File: config.mk
export PLATFORM = sky130hd
export DESIGN_NAME = queue_read_arbiter
export DESIGN_NICKNAME = d
export VERILOG_FILES = /design/src/rtl/queue_arb_pkg.sv /design/src/rtl/rr_arbiter8.sv /design/src/rtl/queue_read_arbiter.sv
export SDC_FILE = /design/constraint.sdc
export NUM_CORES = 1
export LEC_CHECK = 0
export BUFFER_PORTS_ARGS = -buffer_cell sky130_fd_sc_hd__buf_4
export CAP_MARGIN = 20
export CORE_ASPECT_RATIO = 0.5
export CORE_MARGIN = 8
export CORE_UTILIZATION = 40
export DETAILED_ROUTE_END_ITERATION = 16
export PLACE_DENSITY_LB_ADDON = 0.08
export SLEW_MARGIN = 20
export SYNTH_ARGS = -nofsm -noshare
export SYNTH_HDL_FRONTEND = slang
export SYNTH_SLANG_ARGS = --single-unit
File: constraint.sdc
create_clock -name i_clk -period 11.2 [get_ports i_clk]
set_clock_uncertainty 0.1 [all_clocks]
set_input_delay 0 -clock i_clk [delete_from_list [all_inputs] [get_ports i_clk]]
set_output_delay 0 -clock i_clk [all_outputs]
set_load 0.005 [all_outputs]
File: src/rtl/queue_arb_pkg.sv
// ---------------------------------------------------------------------------
// queue_arb_pkg
// Shared constants and the round-robin search helper for the queue read
// arbiter slice.
//   PORT_NUM : number of requesting output schedulers (fixed at 8)
//   ADDR_W   : queue memory address width
//   DATA_W   : queue entry width (next_bufid + TSN tag)
//   PTR_W    : round-robin pointer width
//   rr_first : returns {found, index} of the first set candidate bit,
//              searching circularly upward from the pointer
// ---------------------------------------------------------------------------
package queue_arb_pkg;

  localparam int PORT_NUM = 8;
  localparam int ADDR_W   = 9;
  localparam int DATA_W   = 57;
  localparam int PTR_W    = 3;

  function automatic logic [PTR_W:0] rr_first(input logic [PORT_NUM-1:0] cand,
                                              input logic [PTR_W-1:0]    ptr);
    logic             found;
    logic [PTR_W-1:0] idx;
    logic [PTR_W-1:0] index;
    found = 1'b0;
    index = '0;
    idx   = '0;
    // idx wraps naturally at PTR_W bits, giving the circular search
    for (int k = 0; k < PORT_NUM; k++) begin
      idx = ptr + k[PTR_W-1:0];
      if (!found && cand[idx]) begin
        found = 1'b1;
        index = idx;
      end
    end
    return {found, index};
  endfunction

endpackage

File: src/rtl/rr_arbiter8.sv
// ---------------------------------------------------------------------------
// rr_arbiter8
// Combinational 8-way round-robin pick plus the registered rotate pointer.
// The pointer moves to one past the winner whenever something is granted,
// and holds when no candidate is present.
//   clk_i, rst_ni : clock, asynchronous active-low reset
//   cand_i        : candidate request vector
//   grant_vld_o   : a candidate won this cycle
//   grant_idx_o   : index of the winner
//   rr_ptr_o      : current search start point
// ---------------------------------------------------------------------------
module rr_arbiter8
  import queue_arb_pkg::*;
(
  input  logic                clk_i,
  input  logic                rst_ni,
  input  logic [PORT_NUM-1:0] cand_i,
  output logic                grant_vld_o,
  output logic [PTR_W-1:0]    grant_idx_o,
  output logic [PTR_W-1:0]    rr_ptr_o
);

  logic [PTR_W-1:0] ptr_q;
  logic [PTR_W-1:0] ptr_d;

  always_comb begin
    {grant_vld_o, grant_idx_o} = rr_first(cand_i, ptr_q);
    ptr_d = ptr_q;
    if (grant_vld_o) begin
      ptr_d = grant_idx_o + PTR_W'(1);
    end
  end

  always_ff @(posedge clk_i or negedge rst_ni) begin
    if (!rst_ni) begin
      ptr_q <= '0;
    end else begin
      ptr_q <= ptr_d;
    end
  end

  assign rr_ptr_o = ptr_q;

endmodule

File: src/rtl/queue_read_arbiter.sv
// ---------------------------------------------------------------------------
// queue_read_arbiter
// Shares the single read port of the queue memory between the 8 output
// schedulers. Requests are held in a one-deep pending store per port, one is
// granted per cycle round-robin, and the owning port id travels down a
// latency-matched pipeline so the returned entry can be steered back with a
// one-hot write strobe.
//   i_clk, i_rst_n      : clock, asynchronous active-low reset
//   iv_queue_raddr      : per-port read address, port p at [p*ADDR_W +: ADDR_W]
//   iv_queue_rd         : per-port one-cycle read request
//   ov_ram_raddr        : read address to the queue memory
//   o_ram_rd            : read strobe to the queue memory
//   iv_ram_rdata        : queue memory read data (RAM_LATENCY after o_ram_rd)
//   ov_rd_queue_data    : returned entry, broadcast to all ports
//   ov_rd_queue_data_wr : one-hot strobe marking the owning port
//   ov_req_overflow     : sticky per-port "request while one was pending"
//   ov_rr_ptr           : current round-robin pointer
// ---------------------------------------------------------------------------
module queue_read_arbiter
  import queue_arb_pkg::*;
#(
  parameter int RAM_LATENCY = 1
) (
  input  logic                       i_clk,
  input  logic                       i_rst_n,
  input  logic [PORT_NUM*ADDR_W-1:0] iv_queue_raddr,
  input  logic [PORT_NUM-1:0]        iv_queue_rd,
  output logic [ADDR_W-1:0]          ov_ram_raddr,
  output logic                       o_ram_rd,
  input  logic [DATA_W-1:0]          iv_ram_rdata,
  output logic [DATA_W-1:0]          ov_rd_queue_data,
  output logic [PORT_NUM-1:0]        ov_rd_queue_data_wr,
  output logic [PORT_NUM-1:0]        ov_req_overflow,
  output logic [PTR_W-1:0]           ov_rr_ptr
);

  logic                grantVld;
  logic [PTR_W-1:0]    grantIdx;
  logic [PTR_W-1:0]    rrPtr;
  logic [PORT_NUM-1:0] cand;
  logic [ADDR_W-1:0]   inAddr [PORT_NUM];
  logic [ADDR_W-1:0]   grantAddr;

  logic [PORT_NUM-1:0] pend_q, pend_d;
  logic [PORT_NUM-1:0] ovf_q, ovf_d;
  logic [ADDR_W-1:0]   addr_q [PORT_NUM];
  logic [ADDR_W-1:0]   addr_d [PORT_NUM];

  logic                ramRd_q;
  logic [ADDR_W-1:0]   ramAddr_q;
  logic [PTR_W-1:0]    grantId_q;

  logic [RAM_LATENCY-1:0] pipeVld_q;
  logic [PTR_W-1:0]       pipeId_q [RAM_LATENCY];

  logic [DATA_W-1:0]   rdData_q;
  logic [PORT_NUM-1:0] rdWr_q;

  always_comb begin
    for (int p = 0; p < PORT_NUM; p++) begin
      inAddr[p] = iv_queue_raddr[p*ADDR_W +: ADDR_W];
    end
  end

  // A request competes in its own arrival cycle alongside the held ones
  assign cand = pend_q | iv_queue_rd;

  rr_arbiter8 u_rr (
    .clk_i       (i_clk),
    .rst_ni      (i_rst_n),
    .cand_i      (cand),
    .grant_vld_o (grantVld),
    .grant_idx_o (grantIdx),
    .rr_ptr_o    (rrPtr)
  );

  // A held request is older than anything arriving now, so it is served first
  assign grantAddr = pend_q[grantIdx] ? addr_q[grantIdx] : inAddr[grantIdx];

  // Pending store update. A new request on the granted port re-arms pend so
  // it is served later; on a non-granted port with one already held it
  // replaces the held address and flags overflow.
  always_comb begin
    pend_d = pend_q;
    ovf_d  = ovf_q;
    addr_d = addr_q;
    for (int p = 0; p < PORT_NUM; p++) begin
      if (iv_queue_rd[p]) begin
        addr_d[p] = inAddr[p];
        if (pend_q[p] && !(grantVld && grantIdx == PTR_W'(p))) begin
          ovf_d[p] = 1'b1;
        end
      end
      if (grantVld && grantIdx == PTR_W'(p)) begin
        pend_d[p] = pend_q[p] & iv_queue_rd[p];
      end else begin
        pend_d[p] = pend_q[p] | iv_queue_rd[p];
      end
    end
  end

  always_ff @(posedge i_clk or negedge i_rst_n) begin
    if (!i_rst_n) begin
      pend_q <= '0;
      ovf_q  <= '0;
      for (int p = 0; p < PORT_NUM; p++) begin
        addr_q[p] <= '0;
      end
    end else begin
      pend_q <= pend_d;
      ovf_q  <= ovf_d;
      addr_q <= addr_d;
    end
  end

  // Memory request register; address and id hold when idle
  always_ff @(posedge i_clk or negedge i_rst_n) begin
    if (!i_rst_n) begin
      ramRd_q   <= 1'b0;
      ramAddr_q <= '0;
      grantId_q <= '0;
    end else begin
      ramRd_q <= grantVld;
      if (grantVld) begin
        ramAddr_q <= grantAddr;
        grantId_q <= grantIdx;
      end
    end
  end

  // Owner tracking. The request register above already marks the cycle the
  // memory sees the read; RAM_LATENCY further stages line the last stage up
  // with the cycle iv_ram_rdata is valid.
  always_ff @(posedge i_clk or negedge i_rst_n) begin
    if (!i_rst_n) begin
      pipeVld_q <= '0;
      for (int s = 0; s < RAM_LATENCY; s++) begin
        pipeId_q[s] <= '0;
      end
    end else begin
      pipeVld_q[0] <= ramRd_q;
      pipeId_q[0]  <= grantId_q;
      for (int s = 1; s < RAM_LATENCY; s++) begin
        pipeVld_q[s] <= pipeVld_q[s-1];
        pipeId_q[s]  <= pipeId_q[s-1];
      end
    end
  end

  // Return path: capture data and pulse the owner's strobe for one cycle
  always_ff @(posedge i_clk or negedge i_rst_n) begin
    if (!i_rst_n) begin
      rdData_q <= '0;
      rdWr_q   <= '0;
    end else begin
      rdWr_q <= '0;
      if (pipeVld_q[RAM_LATENCY-1]) begin
        rdData_q <= iv_ram_rdata;
        rdWr_q[pipeId_q[RAM_LATENCY-1]] <= 1'b1;
      end
    end
  end

  assign ov_ram_raddr        = ramAddr_q;
  assign o_ram_rd            = ramRd_q;
  assign ov_rd_queue_data    = rdData_q;
  assign ov_rd_queue_data_wr = rdWr_q;
  assign ov_req_overflow     = ovf_q;
  assign ov_rr_ptr           = rrPtr;

endmodule

**Word-level counts from Yosys, hierarchy flattened**

Index checks and enable logic that the tools add are counted.

- Bitwise logic cells: 18
- Muxes and demuxes: 52
- $lt $le $gt $ge: 12
- Add/subtract/negate cells: 8
- Eq/ne operators: 7
- Reduce and logical (&&, ||, !) cells: 48

Operators with widths:

| kind | count |
|---|---|
| $bmux 9 s3 | 2 |
| $mux 9 | 5 |
| $lt 3x4->1 const B | 10 |
| $bmux 1 s3 | 9 |
| $mux 1 | 26 |
| $logic_and 1x1->1 | 24 |
| $mux 3 | 8 |
| $reduce_and 2->1 | 8 |
| $logic_not 1->1 | 15 |
| $add 3x3->3 const B | 4 |
| $eq 3x3->1 const B | 4 |
| $and 1x1->1 | 8 |
| $mux 8 | 1 |
| $or 1x1->1 | 8 |
| $or 8x8->8 | 1 |
| $add 3x1->3 const B | 2 |
| $add 3x2->3 const B | 2 |
| $eq 3x2->1 const B | 2 |
| $ge 4x4->1 const B | 1 |
| $not 3->4 | 1 |
| $demux 1 s3 | 1 |
| $eq 3x1->1 const B | 1 |
| $ge 3x1->1 const B | 1 |
| $logic_not 3->1 | 1 |

- Input port bits: 139
- Output and inout bits: 86
- Logic and storage cells: 170
- Register bits after elaboration: 173

**Depth between registers and ports, before layout**

Gate-level depths: netlist (run 1).

- Word-level depth: 30
- Depth in mapped cells: 16
- Mapped depth without buffers: 14

**Modules after synthesis**

From an unflattened synthesis (run 1), not the netlist that was laid out.

- Cells, all modules: 587
- Area total of the unflattened synthesis: 8,618.3 um2

Modules (own cells, without submodules):

| module | cells each | instances | area an instance (um2) | sequential area each (um2) |
|---|---|---|---|---|
| queue_read_arbiter | 463 | 1 | 7,444.6 | 4,254.1 |
| rr_arbiter8 | 124 | 1 | 1,173.6 | 75.1 |

**Worst setup path after synthesis (run 1)**

Ideal clock, no wire load.

- Kind: register to register
- Start: reg u_rr.ptr_q[1], in the netlist u_rr.rr_ptr_o[1]
- End: reg ramAddr_q[8], in the netlist ov_ram_raddr[8]
- Stages on the path, launching flop included: 14
- Library setup time: 0.104 ns
- Buffers on the path: 1
- Period minus slack after synthesis: 4.112 ns
- Data arrival time: 3.908 ns
- Data required time: 10.996 ns
- Setup slack: 7.088 ns
- Path through: dfrtp_1 -> inv_1 -> clkbuf_1 -> ha_1 -> xnor2_1 -> mux4_2 -> mux2i_1 -> nor4b_2 -> nand2b_1 -> and3b_1 -> nor2_2 -> mux2i_1 -> mux4_2 -> a221oi_1

- Cells in the longest elaborated chain, start to end: 29
- Elaborated cells on any way between the ends: 63
- Those cells by class: add/sub: 7; mux: 41; bitwise: 1; reduce/logical: 14

Ends and longest elaborated chain:

| what | line | RTL |
|---|---|---|
| from (decl) | rr_arbiter8.sv:23 | `logic [PTR_W-1:0] ptr_q;` |
| from (signal assigned) | rr_arbiter8.sv:38 | `ptr_q <= ptr_d;` |
| parallel branches: the longest is 29 deep, another holds $add 3x1->3 | - |  |
| to (signal assigned) | queue_read_arbiter.sv:125 | `ramAddr_q <= grantAddr;` |
| to (decl) | queue_read_arbiter.sv:50 | `logic [ADDR_W-1:0] ramAddr_q;` |

Parallel ways; which one is timed is not known. The select of a mux whose other input is x is not followed.
A chain may end at the register's enable or synchronous reset.

**Worst setup path in the final report (run 1)**

- Start: reg u_rr.ptr_q[1], in the netlist u_rr.rr_ptr_o[1]
- End: reg ramAddr_q[7], in the netlist ov_ram_raddr[7]

Same word-level chain as after synthesis.

==> out/results.tsv, run 1 <==
metric	value	unit
num_antenna_cells	0	
tightest_slew	1.00	ns
arrival	5.76	ns
syn-num-nets	759	
seq_power_share	29.1	%
max_freq	181	MHz
power.share.combinational	47.8	%
clock_sinks	173	
stdcell_area	13200	um2
cts_made_buffers	17	
maxCapViolCount	0	
antenna_found_initial	0	
start_kind	flip-flop	
r2r-start	u_rr.rr_ptr_o[1]	
wl_per_cell	22.9	um
insertion_delay	0.43	ns
r2r_setup_slack	5.67	ns
clockBufferDepth	2	
syn_area	8580	um2
setup_tns	0	ns
synth-main-ff-cell	dfrtp_1	
start_util	40.2	%
period_needed	5.53	ns
crit_type	reg -> reg	
wl	30600	um
cp-end-kind	flip-flop	
cts-root-buf	clkbuf_16	
ys_warn_count	0	
rows	38	
syn_to_final_growth	54.2	%
ys_seq_area_share	50.5	%
p_per_area	209	nW/um2
ant_nets	0	
overflow	0	
p_leak	5.87	nW
rsz0062_at_grt	no	
crit_path_start	u_rr.rr_ptr_o[1]	
pwr-share-clk	23.1	%
grt_first_pass_wirelength	47200	um
p_int	1.74	mW
setup_viol	0	
dr.pass1.iters	5	
met2_usage	32.2	%
core	21300	um2
cp-endpoint	ov_ram_raddr[7]	
grt_most_used_layer	met1	
hp-class	in -> async	
relSlewSlack	31.1	%
tritoncts	built	
met1_usage	33.3	%
drive_gt1_share	41.9	%
grt_max_degree	100	
finalHoldViolCount	0	
cp.required	11.43	ns
grtUsageTotal	23.3	%
switching_share	37.1	%
dpl-instance-area	10500	um2
post-route-period-util	49.4	%
io_buffers	224	
synthDistinctLibCells	59	
critPathMaxFanout	23	
syn_avg_cell_area	13.9	um2
timing.rr.end	ov_ram_raddr[7]	
place.gp.congestion	1.05	
synthArstFlopShare	100	%
synth_edf_count	0	
p_sw	1.03	mW
drc	0	
maxSlewViolCount	0	
die_x	223	um
use_met3	9.64	%
die_h	120	um
ir_drop	0.161	mV
outcome	finished, final reports clean	
ff2ff_path_depth	12	
path_clk_slew	0.07	ns
layout.nets	1183	
drt_iter0_drc	791	
cts_max_level	4	
ys_seq_elements	173	
vias_per_cell	5.32	
die_area	26700	um2
post-dp-hpwl	21900	um
grt_pass1_vias	7534	
via_count	7087	
cts_resized	0	
whs	0.126	ns
syn_inst	616	
top_level_ports	225	
==> through the flow <==
stage	power [mW]	util (%)	worst slack, ns	std cells
CTS	2.77	62.0	5.74	1333
floorplan	1.64	-	7.09	616
detailed placement	2.04	49.2	5.75	1091
global placement	2.02	49.2	6.10	1091
finish	2.77	62.0	5.67	1333
global route	2.91	62.0	5.25	1333
==> metal layers <==
metal  wire, um  part of all wire [%]
met1      14300                    47
met2      12800                    42
met3       2870                   9.4
met4        528                   1.7
met5          0                     0
==> timing repair <==
action / CTS / global route
hold buffers: 210 / 0
setup buffers: 0 / 0
endpoints found under the hold margin: 243 / 0
==> cells in the mapped netlist (7+ instances only) <==
master	number	area, um2
clkbuf_1	7	26.3
a21oi_1	7	35.0
mux2_2	134	1510
dfrtp_1	173	4330
maj3_1	8	80.1
nor2_1	37	139
mux4_2	26	586
buf_2	8	40.0
buf_1	12	45.0
a31o_2	8	70.1
a221oi_1	9	78.8
nor3_1	13	65.1
nand2_1	7	26.3
mux2i_1	81	811
==> flip-flops by register name (all words and copies together) (netlist names) <==
name,cells
u_rr.rr_ptr_o,3
pipeVld_q,1
addr_q,72
ov_rd_queue_data_wr,8
grantId_q,3
pipeId_q,3
ov_rd_queue_data,57
pend_q,8
o_ram_rd,1
ov_ram_raddr,9
ov_req_overflow,8
==> how the worst min path moves through the flow <==
| stage | cells past startpoint | endpoint | startpoint |
|---|---|---|---|
| final | 2 | ov_rd_queue_data[7] | i_rst_n |
| after detailed placement | 1 | ov_rd_queue_data[7] | i_rst_n |
| after CTS | 2 | ov_rd_queue_data[7] | i_rst_n |
| after global routing | 2 | ov_rd_queue_data[7] | i_rst_n |
| after floorplan | 0 | addr_q[0] | i_rst_n |
| after global placement | 1 | ov_rd_queue_data[7] | i_rst_n |
==> critical path, cell delays in order, from the launching register on <==
cell      delay (ns)
dfrtp_1         0.52
inv_1           0.31
ha_1            0.32
xnor2_1         0.40
mux4_2          0.32
mux2i_1         0.17
nor4b_2         0.40
nand2b_1        0.26
and3b_1         0.30
nor2_4          0.70
mux2i_1         0.92
mux4_1          0.43
a221oi_1        0.27
==> area by class of cell <==
class,instances,area [um2]
Fill cell,1644,8120
Timing Repair Buffer,440,3830
Clock inverter,13,184
Inverter,8,30.0
Tap cell,280,350
Sequential cell,173,4330
Clock buffer,19,453
Multi-Input combinational cell,400,4050
==> layout by cell type, fill, tap and decap left out, types with 7 or more instances in the layout <==
cell / Yosys / final
buf_4: 4 / 229
dlygate4sd3_1: 0 / 210
dfrtp_1: 173 / 172
mux2_2: 134 / 134
mux2i_1: 81 / 81
nor2_1: 37 / 37
mux4_2: 26 / 26
clkbuf_16: 0 / 17
nor3_1: 13 / 13
a221oi_1: 9 / 9
maj3_1: 8 / 8
a31o_2: 8 / 8
a21oi_1: 7 / 7
nand2_1: 7 / 7
==> kinds of logic (layout without fill, tap and decap cells) <==
logic type	count (synthesis)	after routing	synth area share, %
muxes	245	245	34.9
DFF	173	173	50.5
and+or+nand+nor	86	86	5.35
AOI/OAI and AO/OA	54	54	4.91
buffers and inverters	43	480	2.52
adders and majority gates	12	12	1.52
xor gates and xnor gates	3	3	0.306
==> power by group through the flow <==
stage                     logic (mW)  clock network [mW]  registers (mW)
after detailed placement        1.22                   0           0.815
after global routing            1.41               0.684           0.817
after global placement          1.21                   0           0.812
after floorplan                0.850                   0           0.788
after CTS                       1.31               0.658           0.804
final                           1.32               0.640           0.807
(Power assumes the default switching activity.)
==> run 2: changes to the inputs <==
Clock period 11.2 ns to 4.93 ns, I/O delays scaled along.
==> run 2 against run 1 <==
Cell area is 0.90% higher. Sequential power rose by 130%. Final cell count grew 1.7%. Combinational power rose by 140%. Sequential cell count unchanged. Maximum frequency is 18% higher. Critical endpoint is now ov_ram_raddr[6]. Largest power group unchanged.
==> out/results.tsv, run 2 (same netlist as run 1, synthesis figures left out) <==
metric	value	unit
outcome	finished, final reports clean	
r2r-start	u_rr.rr_ptr_o[1]	
fin_util	62.5	%
cts_max_level	4	
vias_per_cell	5.22	
largest-register	addr_q	
setup_viol	0	
core	21300	um2
largest_register_ffs	72	
rsz0062_at_grt	no	
io_buffers	224	
r2r_setup_slack	0.26	ns
die_x	223	um
tightest_slew	0.932	ns
finalHoldViolCount	0	
die_h	120	um
start_util	40.2	%
post-route-period-util	94.8	%
ff2ff_path_depth	13	
antenna_found_initial	2	
maxSlewViolCount	0	
cts_made_buffers	17	
setup_tns	0	ns
grtUsageTotal	23.3	%
critPathMaxFanout	11	
rows	38	
top_level_ports	225	
relSlewSlack	37.9	%
cp-end-kind	flip-flop	
layout.nets	1203	
hp-class	in -> async	
grt_max_degree	75	
crit_type	reg -> reg	
max_freq	214	MHz
die_area	26700	um2
ant_nets	0	
overflow	0	
layout_setup_ws	0.255	ns
grt_pass1_vias	7617	
cts-root-buf	clkbuf_16	
syn_to_final_growth	55.6	%
drt_iter0_drc	625	
wl_per_cell	22.8	um
ir_drop	0.257	mV
clock_sinks	173	
final_cell_mix	247 x buf_4, 210 x dlygate4sd3_1, 172 x dfrtp_1	
cp.required	5.16	ns
path_clk_slew	0.07	ns
timing.rr.end	ov_ram_raddr[6]	
maxCapViolCount	0	
arrival	4.90	ns
drive_gt1_share	43.0	%
pre_cts_ws	0.0801	ns
tritoncts	built	
p_per_area	474	nW/um2
clockBufferDepth	2	
via_count	7073	
grt_first_pass_wirelength	47300	um
period_needed	4.67	ns
dr.pass1.iters	5	
wl	30900	um
insertion_delay	0.43	ns
drc	0	
final_common_cell	buf_4	
p_leak	5.93	nW
place.gp.congestion	0.876	
start_kind	flip-flop	
post-dp-hpwl	22100	um
run 2: changes by cell type in the layout (fill, tap and decap cells not counted):
cell / delta
buf_16: +1
buf_4: +18
buf_6: +1
bufinv_16: -3
clkinvlp_4: +4
diode_2: +2
inv_6: -1
mux2i_2: -1
mux2i_4: +1
run 2: how the worst max path moves through the flow:
stage / endpoint / depth (start not counted) / slack (ns) / from
final: ov_ram_raddr[6] / 13 / 0.26 / u_rr.rr_ptr_o[1]
after detailed placement: ov_ram_raddr[7] / 11 / 0.08 / u_rr.rr_ptr_o[1]
after global routing: ov_ram_raddr[6] / 13 / 0.02 / u_rr.rr_ptr_o[1]
after CTS: ov_ram_raddr[6] / 11 / 0.08 / u_rr.rr_ptr_o[1]
after global placement: ov_ram_raddr[5] / 11 / 0.13 / u_rr.rr_ptr_o[1]
after floorplan: ov_ram_raddr[8] / 13 / 0.82 / u_rr.rr_ptr_o[1]
run 2: metrics by stage:
step	area, um2	hold WS, ns	std cells	total power [mW]
after floorplan	8580	-0.396	616	3.72
after global placement	10600	-0.151	1107	4.78
after detailed placement	10600	-0.138	1107	4.80
after CTS	13300	0.000236	1350	6.29
after global routing	13300	0.0324	1354	6.66
final	13400	0.0160	1355	6.33
run 2: critical path: stages, from the launching register on:
cell and delay, ns:
dfrtp_1 0.59, ha_1 0.34, xor2_1 0.42, mux4_2 0.30, mux2i_1 0.17, nor4b_1 0.63
o31ai_1 0.16, and3b_1 0.25, nor2_4 0.21, buf_4 0.31, mux2i_1 0.22, buf_4 0.22
mux4_1 0.36, a221oi_1 0.28
run 2: layer usage:
metal	GRT usage, %	wire length, um
met2	33.2	13300
met1	34.2	15000
met3	7.14	2240
met5	0	11
met4	5.61	365
run 2: final cells by class:
type	instances	area, um2
timing repair buffer	460	4010
clock buffer	19	453
sequential	173	4330
antenna	2	5.00
inverter	8	30.0
multi-input combinational	400	4060
clock inverter	13	115
tap	280	350
fill	1611	8000
run 2: repair_timing:
| action | in CTS | in global routing |
|---|---|---|
| hold buffers | 211 | 0 |
| gates resized for setup | 0 | 2 |
| hold endpoints to repair | 190 | 0 |
| setup buffers | 0 | 3 |
| endpoints found under the setup margin | 0 | 9 |
run 2: where the power goes:
group	leakage [nW]	switching, mW	internal, mW
clock network	0.260	0.581	0.721
registers	1.98	0.192	1.64
logic	3.69	1.63	1.57
total	5.93	2.41	3.93
